**config.mk**
```make
export PLATFORM = sky130hd
export DESIGN_NAME = uart_rx_ovs
export DESIGN_NICKNAME = d
export VERILOG_FILES = /design/src/rtl/uart_pkg.sv /design/src/rtl/uart_baud_tick.sv /design/src/rtl/uart_rx_ovs.sv
export SDC_FILE = /design/constraint.sdc
export NUM_CORES = 1
export LEC_CHECK = 0
export CAP_MARGIN = 20
export CELL_PAD_IN_SITES_DETAIL_PLACEMENT = 1
export CELL_PAD_IN_SITES_GLOBAL_PLACEMENT = 1
export CORE_MARGIN = 2
export CORE_UTILIZATION = 35
export DETAILED_ROUTE_END_ITERATION = 16
export PLACE_DENSITY_LB_ADDON = 0.1
export SLEW_MARGIN = 15
export SYNTH_ARGS = -nofsm -noshare
export SYNTH_HDL_FRONTEND = slang
export SYNTH_SLANG_ARGS = --single-unit
```
**constraint.sdc**
```tcl
create_clock -name SYS_CLK -period 2.4 [get_ports SYS_CLK]
set_input_delay 0.24 -clock SYS_CLK [delete_from_list [all_inputs] [get_ports SYS_CLK]]
set_output_delay 0.24 -clock SYS_CLK [all_outputs]
set_load 0.05 [all_outputs]
```
**src/rtl/uart_pkg.sv**
```systemverilog
// Shared definitions for the UART blocks.
// Holds the parity-mode encodings, the receiver state type, the
// oversampling divisor calculation and the majority-of-3 voter.
package uart_pkg;

    localparam int PARITY_NONE = 0;
    localparam int PARITY_ODD  = 1;
    localparam int PARITY_EVEN = 2;

    typedef enum logic [2:0] {
        S_IDLE,
        S_START,
        S_DATA,
        S_PARITY,
        S_STOP
    } rx_state_t;

    // Rounded clock divisor giving one tick per oversample.
    function automatic int calc_ovs_div(input int clk_freq, input int baud, input int ovs);
        return (clk_freq + (baud * ovs) / 2) / (baud * ovs);
    endfunction

    function automatic logic maj3(input logic a, input logic b, input logic c);
        return (a & b) | (a & c) | (b & c);
    endfunction

endpackage

```
**src/rtl/uart_baud_tick.sv**
```systemverilog
// Oversampling tick generator.
// Emits a one-cycle tick every DIV clocks. i_restart reloads the counter so
// the next tick lands exactly DIV clocks later (phase alignment to an edge).
// Ports:
//   SYS_CLK    in   system clock
//   RST_N      in   asynchronous active-low reset
//   i_restart  in   synchronous phase restart
//   o_tick     out  one-cycle tick
module uart_baud_tick #(
    parameter int DIV = 5
) (
    input  logic SYS_CLK,
    input  logic RST_N,
    input  logic i_restart,
    output logic o_tick
);

    localparam int CW = (DIV > 1) ? $clog2(DIV) : 1;
    localparam logic [CW-1:0] RELOAD = CW'(DIV - 1);

    logic [CW-1:0] r_cnt;

    always_ff @(posedge SYS_CLK or negedge RST_N) begin
        if (!RST_N) begin
            r_cnt <= RELOAD;
        end else if (i_restart || (r_cnt == '0)) begin
            r_cnt <= RELOAD;
        end else begin
            r_cnt <= r_cnt - 1'b1;
        end
    end

    assign o_tick = (r_cnt == '0);

endmodule

```
**src/rtl/uart_rx_ovs.sv**
```systemverilog
// Oversampling UART receiver with majority-voted bit recovery.
// Configurable payload width, parity and stop bits; every frame is delivered
// with its parity / framing error flags.
// Ports:
//   SYS_CLK     in   system clock
//   RST_N       in   asynchronous active-low reset
//   RX          in   asynchronous serial line, idle high
//   RX_DATA     out  last payload, LSB first on the wire
//   RX_VALID    out  one-cycle frame-complete pulse
//   PARITY_ERR  out  parity mismatch of last frame
//   FRAME_ERR   out  stop bit sampled low in last frame
//   BUSY        out  receiver not idle
//
// state    | meaning
// S_IDLE   | waiting for a falling edge on the synchronised line
// S_START  | validating the start bit (glitch rejection)
// S_DATA   | shifting in payload bits, LSB first
// S_PARITY | checking the parity bit
// S_STOP   | checking stop bit(s); frame delivered mid last stop bit
module uart_rx_ovs
    import uart_pkg::*;
#(
    parameter int CLK_FREQ  = 20_000_000,
    parameter int BAUD      = 256_000,
    parameter int OVS       = 16,
    parameter int DATA_BITS = 8,
    parameter int PARITY    = 0,
    parameter int STOP_BITS = 1
) (
    input  logic                 SYS_CLK,
    input  logic                 RST_N,
    input  logic                 RX,
    output logic [DATA_BITS-1:0] RX_DATA,
    output logic                 RX_VALID,
    output logic                 PARITY_ERR,
    output logic                 FRAME_ERR,
    output logic                 BUSY
);

    localparam int OVS_DIV = calc_ovs_div(CLK_FREQ, BAUD, OVS);
    localparam int SW      = $clog2(OVS);
    localparam int BW      = $clog2(DATA_BITS);

    localparam logic [SW-1:0] S_SAMP0  = SW'(OVS / 2 - 1);
    localparam logic [SW-1:0] S_SAMP1  = SW'(OVS / 2);
    localparam logic [SW-1:0] S_DECIDE = SW'(OVS / 2 + 1);
    localparam logic [SW-1:0] S_LAST   = SW'(OVS - 1);
    localparam logic [BW-1:0] BIT_LAST = BW'(DATA_BITS - 1);
    localparam logic          STOP_LAST = 1'(STOP_BITS - 1);

    if (OVS_DIV < 1 || (OVS % 2) != 0 || OVS < 8 || OVS > 16 ||
        DATA_BITS < 5 || DATA_BITS > 8 ||
        PARITY < PARITY_NONE || PARITY > PARITY_EVEN ||
        STOP_BITS < 1 || STOP_BITS > 2) begin : g_bad_params
        $error("uart_rx_ovs: illegal parameter set");
    end

    logic r_sync1, r_sync2, r_sync3;

    rx_state_t             r_state;
    logic [SW-1:0]         r_s;
    logic [1:0]            r_samp;
    logic [BW-1:0]         r_bitcnt;
    logic                  r_stopcnt;
    logic [DATA_BITS-1:0]  r_shift;
    logic                  r_perr;
    logic                  r_ferr;
    logic [DATA_BITS-1:0]  r_rx_data;
    logic                  r_rx_valid;
    logic                  r_parity_err;
    logic                  r_frame_err;
    logic                  r_busy;

    logic w_fall, w_restart, w_tick, w_decide, w_end, w_bit, w_par_exp;

    always_ff @(posedge SYS_CLK or negedge RST_N) begin
        if (!RST_N) begin
            r_sync1 <= 1'b1;
            r_sync2 <= 1'b1;
            r_sync3 <= 1'b1;
        end else begin
            r_sync1 <= RX;
            r_sync2 <= r_sync1;
            r_sync3 <= r_sync2;
        end
    end

    assign w_fall    = r_sync3 & ~r_sync2;
    assign w_restart = (r_state == S_IDLE) & w_fall;

    uart_baud_tick #(
        .DIV(OVS_DIV)
    ) u_baud_tick (
        .SYS_CLK  (SYS_CLK),
        .RST_N    (RST_N),
        .i_restart(w_restart),
        .o_tick   (w_tick)
    );

    assign w_decide  = w_tick & (r_s == S_DECIDE);
    assign w_end     = w_tick & (r_s == S_LAST);
    // Third vote is the live synchronised sample taken at the decision tick.
    assign w_bit     = maj3(r_samp[0], r_samp[1], r_sync2);
    assign w_par_exp = (^r_shift) ^ (PARITY == PARITY_ODD);

    always_ff @(posedge SYS_CLK or negedge RST_N) begin
        if (!RST_N) begin
            r_state      <= S_IDLE;
            r_s          <= '0;
            r_samp       <= 2'b11;
            r_bitcnt     <= '0;
            r_stopcnt    <= 1'b0;
            r_shift      <= '0;
            r_perr       <= 1'b0;
            r_ferr       <= 1'b0;
            r_rx_data    <= '0;
            r_rx_valid   <= 1'b0;
            r_parity_err <= 1'b0;
            r_frame_err  <= 1'b0;
            r_busy       <= 1'b0;
        end else begin
            r_rx_valid <= 1'b0;

            if (w_tick && r_state != S_IDLE) begin
                r_s <= (r_s == S_LAST) ? '0 : r_s + 1'b1;
            end
            if (w_tick && r_s == S_SAMP0) begin
                r_samp[0] <= r_sync2;
            end
            if (w_tick && r_s == S_SAMP1) begin
                r_samp[1] <= r_sync2;
            end

            case (r_state)
                S_IDLE: begin
                    if (w_fall) begin
                        r_state   <= S_START;
                        r_busy    <= 1'b1;
                        // The detected edge counts as sample 0 of the start bit.
                        r_s       <= SW'(1);
                        r_bitcnt  <= '0;
                        r_stopcnt <= 1'b0;
                        r_perr    <= 1'b0;
                        r_ferr    <= 1'b0;
                    end
                end
                S_START: begin
                    if (w_decide && w_bit) begin
                        r_state <= S_IDLE;
                        r_busy  <= 1'b0;
                    end else if (w_end) begin
                        r_state <= S_DATA;
                    end
                end
                S_DATA: begin
                    if (w_decide) begin
                        r_shift <= {w_bit, r_shift[DATA_BITS-1:1]};
                    end
                    if (w_end) begin
                        if (r_bitcnt == BIT_LAST) begin
                            r_bitcnt <= '0;
                            r_state  <= (PARITY != PARITY_NONE) ? S_PARITY : S_STOP;
                        end else begin
                            r_bitcnt <= r_bitcnt + 1'b1;
                        end
                    end
                end
                S_PARITY: begin
                    if (w_decide && (w_bit != w_par_exp)) begin
                        r_perr <= 1'b1;
                    end
                    if (w_end) begin
                        r_state <= S_STOP;
                    end
                end
                S_STOP: begin
                    if (w_decide) begin
                        if (r_stopcnt == STOP_LAST) begin
                            // Leave half a bit early so a back-to-back start edge is seen.
                            r_rx_data    <= r_shift;
                            r_parity_err <= r_perr;
                            r_frame_err  <= r_ferr | ~w_bit;
                            r_rx_valid   <= 1'b1;
                            r_busy       <= 1'b0;
                            r_state      <= S_IDLE;
                        end else if (!w_bit) begin
                            r_ferr <= 1'b1;
                        end
                    end else if (w_end) begin
                        r_stopcnt <= 1'b1;
                    end
                end
                default: begin
                    r_state <= S_IDLE;
                    r_busy  <= 1'b0;
                end
            endcase
        end
    end

    assign RX_DATA    = r_rx_data;
    assign RX_VALID   = r_rx_valid;
    assign PARITY_ERR = r_parity_err;
    assign FRAME_ERR  = r_frame_err;
    assign BUSY       = r_busy;

endmodule

```
==> flow_metrics.py, run 1 <==
metrics = {
    "status": {
        "status": "finished, final reports clean",
    },
    "floorplanning": {
        "rows": 27,
        "die-width_um": 78.3,
        "coreArea_um2": 5410,
        "dieArea_um2": 6130,
        "initial_utilization_pct": 35.7,
        "die_y_um": 78.3,
        "pin_count": 15,
    },
    "placed_design": {
        "hpwl_um": 2730,
        "io_buffers": 14,
        "dpl-instance-area_um2": 2160,
        "routabilityCongestion": 0.836,
        "pre_cts_slack_ns": 0.438,
        "dpl.cell_count": 241,
    },
    "synthesis": {
        "mappedNetlistNets": 164,
        "postSynthAreaPerCell_um2": 12.5,
        "ys.flop_type": "dfrtp_1",
        "ys_types": 41,
        "synth-seq-cells": 41,
        "synth_area_um2": 1930,
        "synthCells": 154,
        "yosysWarnings": 0,
        "async_reset_ff_share_pct": 100,
        "ys_seq_area_share_pct": 53.5,
        "synth_edf_count": 0,
    },
    "power": {
        "leakage_uw": 0.00104,
        "power_density_nw_per_um2": 874,
        "ir_drop_mv": 0.406,
    },
    "sta": {
        "fin_worst_skew_ns": 0.00909,
        "fin_setup_tns_ns": 0,
        "setup_viol": 0,
        "hold_viol": 0,
        "min_period_ns": 1.95,
        "rsz0062_at_grt": "false",
        "finalCritPeriodShare_pct": 81.4,
        "timing.fmax_ghz": 0.512,
        "max_slew_margin_pct": 39.2,
        "timing.final.ws_setup_ns": 0.446,
        "drv_slew": 0,
        "worstMarginPinSlew_ns": 0.912,
    },
    "clock_tree": {
        "clockBufferDepth": 2,
        "hold_buffers": 0,
        "clk_latency_ns": 0.29,
        "h-tree-depth": 2,
        "cts_tree": "yes",
        "cts_buffers": 5,
        "post_cts_buffers": 0,
        "cts_root_buffer": "clkbuf_8",
        "cts_sinks": 41,
        "post_cts_resized": 0,
        "clk_pin_slew_ns": 0.08,
    },
    "grt": {
        "grt_first_pass_wirelength_um": 6780,
        "grt_use_total_pct": 14.4,
        "antenna_found_initial": 0,
        "grt_overflow": 0,
        "grt_pass1_vias": 1338,
        "grt_max_degree": 42,
    },
    "critical_path": {
        "r2r-end": "r_state[1]$_DFFE_PN0P_",
        "cp_data_required_time_ns": 2.57,
        "setup.worst_path.class": "reg -> reg",
        "cp_max_fo": 4,
        "critPathCaptureType": "register",
        "endpoint": "r_state[1]$_DFFE_PN0P_",
        "cp.arrival_ns": 2.13,
        "r2r-start": "u_baud_tick.r_cnt[0]$_DFF_PN0_",
        "reg2reg_setup_slack_ns": 0.45,
        "ff2ff_path_depth": 7,
        "cp-start-kind": "register",
        "crit_path_start": "u_baud_tick.r_cnt[0]$_DFF_PN0_",
    },
    "layout": {
        "instances_no_fill": 249,
        "multiInputGateArea_um2": 856,
        "layout.nets": 186,
        "postLayoutCellArea_um2": 2260,
        "num-fill-cells": 597,
        "layout_commonest_cell": "dfrtp_1",
        "final-seq-area_um2": 1030,
        "drive_gt1_share_pct": 28.8,
        "diodes": 0,
        "synthToLayoutAreaGrowth_pct": 16.9,
        "postLayoutCoreUtil_pct": 41.7,
        "final_cell_mix": "dfrtp_1, mux2_2, clkdlybuf4s50_1",
    },
    "route": {
        "finalWirelength_um": 3820,
        "drc_errors": 0,
        "drt_pass1_iterations": 4,
        "viasPerCell": 4.91,
        "vias": 1223,
        "wl_per_cell_um": 15.3,
        "drt_first_iter_violations": 70,
        "antenna_left": 0,
    },
    "run": {
        "maxCapViolations": 0,
    },
    "hold_path": {
        "hp-class": "in -> async",
    },
}
critical path, cell delays in order (launching register included):
cell      delay [ns]
dfrtp_1         0.36
inv_1           0.07
ha_1            0.21
and4bb_2        0.29
and3_4          0.19
a211o_1         0.32
nand3_2         0.10
mux2_4          0.30
how the worst min path moves through the flow:
| stage | start | endpoint | cells past startpoint |
|---|---|---|---|
| after floorplan | RST_N | BUSY$_DFFE_PN0P_ | 0 |
| after global placement | r_sync1$_DFF_PN1_ | r_sync2$_DFF_PN1_ | 0 |
| after detailed placement | r_sync1$_DFF_PN1_ | r_sync2$_DFF_PN1_ | 0 |
| after CTS | RST_N | PARITY_ERR$_DFFE_PN0P_ | 1 |
| after global routing | RST_N | r_state[2]$_DFFE_PN0P_ | 1 |
| final | RST_N | r_bitcnt[2]$_DFFE_PN0P_ | 1 |
state kept, by name, indices dropped and copies added (netlist names), 2 cells and up:
signal             cells
u_baud_tick.r_cnt      3
r_bitcnt               3
r_samp                 2
r_shift                8
r_s                    4
RX_DATA                8
r_state                3
layer usage:
layer	track usage (%)	part of all wire, %	routed length, um
met1	19.3	49	1880
met2	22.8	47	1790
met3	3.56	2.5	95
met4	4.74	1.5	57
met5	0	0	0
cell type report:
class | count | area share (%)
Clock buffer | 6 | 3.66
Tap cell | 72 | 3.99
Clock inverter | 2 | 0.610
Multi-Input combinational cell | 104 | 37.9
Sequential cell | 41 | 45.8
Timing Repair Buffer | 16 | 6.66
Inverter | 8 | 1.33
through the flow:
step                      power [uW]  hold slack, ns
final                           1970          0.0713
after CTS                       2010           0.109
after global placement          1480           0.347
after floorplan                 1340         -0.0556
after global routing            2120           0.144
after detailed placement        1520           0.349
kinds of logic (layout without fill, tap and decap cells):
group,count (synthesis),in the layout,synth area share [%]
compound gates,23,23,9.01
xor+xnor,9,9,4.08
fa+ha+maj,8,8,5.12
buf+inv,9,32,2.14
flops,41,41,53.5
mux,22,22,13.0
simple gates,42,42,13.1
synth_stat cells, types with 2 or more instances:
cell | n | area, um2
xnor2_1 | 8 | 70.1
o21ai_0 | 4 | 20.0
ha_1 | 7 | 87.6
dfrtp_1 | 35 | 876
nor2_1 | 7 | 26.3
nand3_2 | 2 | 20.0
a21o_1 | 4 | 30.0
nand3b_1 | 3 | 22.5
nand2b_1 | 2 | 12.5
a21oi_1 | 5 | 25.0
inv_1 | 7 | 26.3
mux2_2 | 21 | 236
nand3_1 | 3 | 15.0
dfstp_2 | 6 | 158
nor3_1 | 3 | 15.0
nand2_1 | 12 | 45.0
power by group:
part           total, uW  switching, uW  internal [uW]
registers            906            106            800
logic                590            352            238
clock network        474            241            233
total               1970            699           1270
No activity file was read; power rests on OpenSTA's default activity.
==> run 2: changes to the inputs <==
==> constraint.sdc (replaced) <==
create_clock -name SYS_CLK -period 1.6 [get_ports SYS_CLK]
set_input_delay 0.16 -clock SYS_CLK [delete_from_list [all_inputs] [get_ports SYS_CLK]]
set_output_delay 0.16 -clock SYS_CLK [all_outputs]
set_load 0.05 [all_outputs]
==> run 2 against run 1 <==
  * The flow now finishes with violations (negative setup slack)
  * Die area did not move
  * Clock power rose by 110%
  * Clock skew rose by 0.0015 ns
  * Combinational power rose to 2.8 times the previous value
  * Global-route usage rose by 1.6 points
  * Count of clock-buffer cells in the layout fell by 1
  * Wire length rose by 15%
  * Via count rose by 13%
  * Worst hold slack improved by 0.20 ns
  * Core utilization rose by 8.7 points
  * Final area rose by 21%
  * Critical endpoint unchanged
==> flow_metrics.py, run 2 (synthesis gave the netlist of run 1 again) <==
metrics = {
    "status": {
        "status": "finished with violations",
        "violations": "negative setup slack",
    },
    "clock_tree": {
        "clk_latency_ns": 0.29,
        "h-tree-depth": 2,
        "clockBufferDepth": 2,
        "clk_pin_slew_ns": 0.08,
        "cts_buffers": 5,
        "cts_tree": "yes",
        "cts_root_buffer": "clkbuf_8",
        "cts_sinks": 41,
    },
    "route": {
        "antenna_left": 0,
        "drt_first_iter_violations": 42,
        "drc_errors": 0,
        "finalWirelength_um": 4400,
        "drt_pass1_iterations": 4,
        "viasPerCell": 4.81,
        "wl_per_cell_um": 15.3,
        "vias": 1385,
    },
    "sta": {
        "setup_viol": 24,
        "timing.final.ws_setup_ns": -0.223,
        "min_period_ns": 1.82,
        "rsz0062_at_grt": "true",
        "hold_viol": 0,
        "drv_slew": 0,
        "timing.fmax_ghz": 0.549,
        "max_slew_margin_pct": 65.2,
        "worstMarginPinSlew_ns": 0.522,
        "finalCritPeriodShare_pct": 114,
        "fin_worst_skew_ns": 0.0106,
    },
    "critical_path": {
        "cp.arrival_ns": 2.00,
        "setup.worst_path.class": "reg -> reg",
        "crit_path_max_incr_delay_ns": 0.39,
        "cpMaxStageDelayCell": "dfrtp_1",
        "cpLargestDelayFamily": "simple AND/OR/NAND/NOR gates",
        "cp_max_fo": 4,
        "cp.buffers_inverters": 1,
        "cp_data_required_time_ns": 1.78,
        "cp-start-kind": "register",
        "critPathCaptureType": "register",
        "crit_chain": "inv_2 > ha_4 > and4bb_4 > nand2_4 > o311ai_4 > nand3_2 > mux2_4",
    },
    "grt": {
        "grt_overflow": 0,
        "antenna_found_initial": 0,
        "grt_max_degree": 22,
        "grt_pass1_vias": 1569,
        "grt_use_total_pct": 16.0,
        "grt_first_pass_wirelength_um": 7630,
    },
    "layout": {
        "postLayoutCoreUtil_pct": 50.4,
        "drive_gt1_share_pct": 52.8,
        "diodes": 0,
        "multiInputGateArea_um2": 993,
        "layout.nets": 225,
        "synthToLayoutAreaGrowth_pct": 41.1,
        "num-fill-cells": 571,
        "postLayoutCellArea_um2": 2720,
        "final-seq-area_um2": 1030,
        "final_cell_mix": "buf_4, dfrtp_1, mux2_4",
        "layout_commonest_cell": "buf_4",
    },
    "placed_design": {
        "dpl-instance-area_um2": 2350,
        "io_buffers": 14,
        "routabilityCongestion": 0.815,
        "hpwl_um": 3120,
    },
    "run": {
        "maxCapViolations": 0,
    },
    "hold_path": {
        "hp-class": "in -> reg",
    },
    "power": {
        "pwr-share-clk_pct": 25.5,
        "p_int_uw": 2670,
        "pwr-share-seq_pct": 33.2,
        "leakage_uw": 0.00131,
        "power_density_nw_per_um2": 1450,
        "swShare_pct": 32.3,
        "power_frac_comb_pct": 41.3,
        "ir_drop_mv": 0.942,
        "p_sw_uw": 1280,
    },
    "floorplanning": {
        "pin_count": 15,
        "die_y_um": 78.3,
        "dieArea_um2": 6130,
        "coreArea_um2": 5410,
        "die-width_um": 78.3,
        "initial_utilization_pct": 35.7,
        "rows": 27,
    },
}
## run 2: cell count changes in the layout (fill, tap and decap cells not counted), sizes merged
cell,before,now
clkinv,2,0
clkdlybuf4s50,13,1
inv,8,9
dlygate4sd3,0,1
bufinv,0,2
clkbuf,6,5
buf,3,53
## run 2: power by group through the flow
stage / Clock (uW) / Sequential [uW] / Combinational (uW)
6_report: 1010 / 1310 / 1630
5_1_grt: 1090 / 1330 / 1790
4_1_cts: 1040 / 1310 / 1480
3_5_place_dp: 0 / 1330 / 1250
3_3_place_gp: 0 / 1320 / 1200
2_1_floorplan: 0 / 1380 / 633
## run 2: routing by layer
layer  part of all wire (%)  global-route usage (%)  up-vias
li1                       -                       -      662
met1                     46                    20.7      708
met2                     51                    27.0       11
met3                    1.6                    3.56        4
met4                   0.79                    4.56        0
met5                      0                       0        -
## run 2: metrics by stage
stage | std cells | power [uW] | setup TNS (ns) | setup WS (ns) | hold slack (ns)
after CTS | 284 | 3830 | -1.98 | -0.233 | 0.263
final | 288 | 3950 | -2.54 | -0.223 | 0.272
after global routing | 288 | 4210 | -4.48 | -0.307 | 0.267
after global placement | 265 | 2520 | -2.85 | -0.192 | 0.153
after floorplan | 154 | 2010 | -1.10 | -0.158 | -0.136
after detailed placement | 265 | 2580 | -3.92 | -0.242 | 0.168
## run 2: repair_timing
| action | 4_1_cts | 5_1_grt |
|---|---|---|
| setup buffers | 10 | 4 |
| endpoints found under the hold margin | 20 | 0 |
| cloned | 0 | 0 |
| endpoints found under the setup margin | 26 | 29 |
| resized for setup | 12 | 15 |
| pin swaps | 5 | 9 |
| hold buffers | 1 | 0 |
## run 2: final timing paths
check                                                      end  cells past startpoint  slack, ns                           start
worst max-delay path                    r_state[1]$_DFFE_PN0P_                      7      -0.22  u_baud_tick.r_cnt[0]$_DFF_PN0_
worst min-delay path                         r_sync1$_DFF_PN1_                      1       0.27                              RX
worst max register to register          r_state[1]$_DFFE_PN0P_                      7      -0.22  u_baud_tick.r_cnt[0]$_DFF_PN0_
worst min register to register               r_sync2$_DFF_PN1_                      0       0.36               r_sync1$_DFF_PN1_
max in group asynchronous       u_baud_tick.r_cnt[2]$_DFF_PN1_                      3       0.64                           RST_N
min in group asynchronous              r_bitcnt[1]$_DFFE_PN0P_                      2       0.37                           RST_N
## run 2: area by class of cell
class	instances	area share [%]
clock inverter	3	2.53
sequential	41	37.9
inverter	8	1.10
clock buffer	5	2.53
tap	72	3.31
timing repair buffer	55	16.1
multi-input combinational	104	36.5
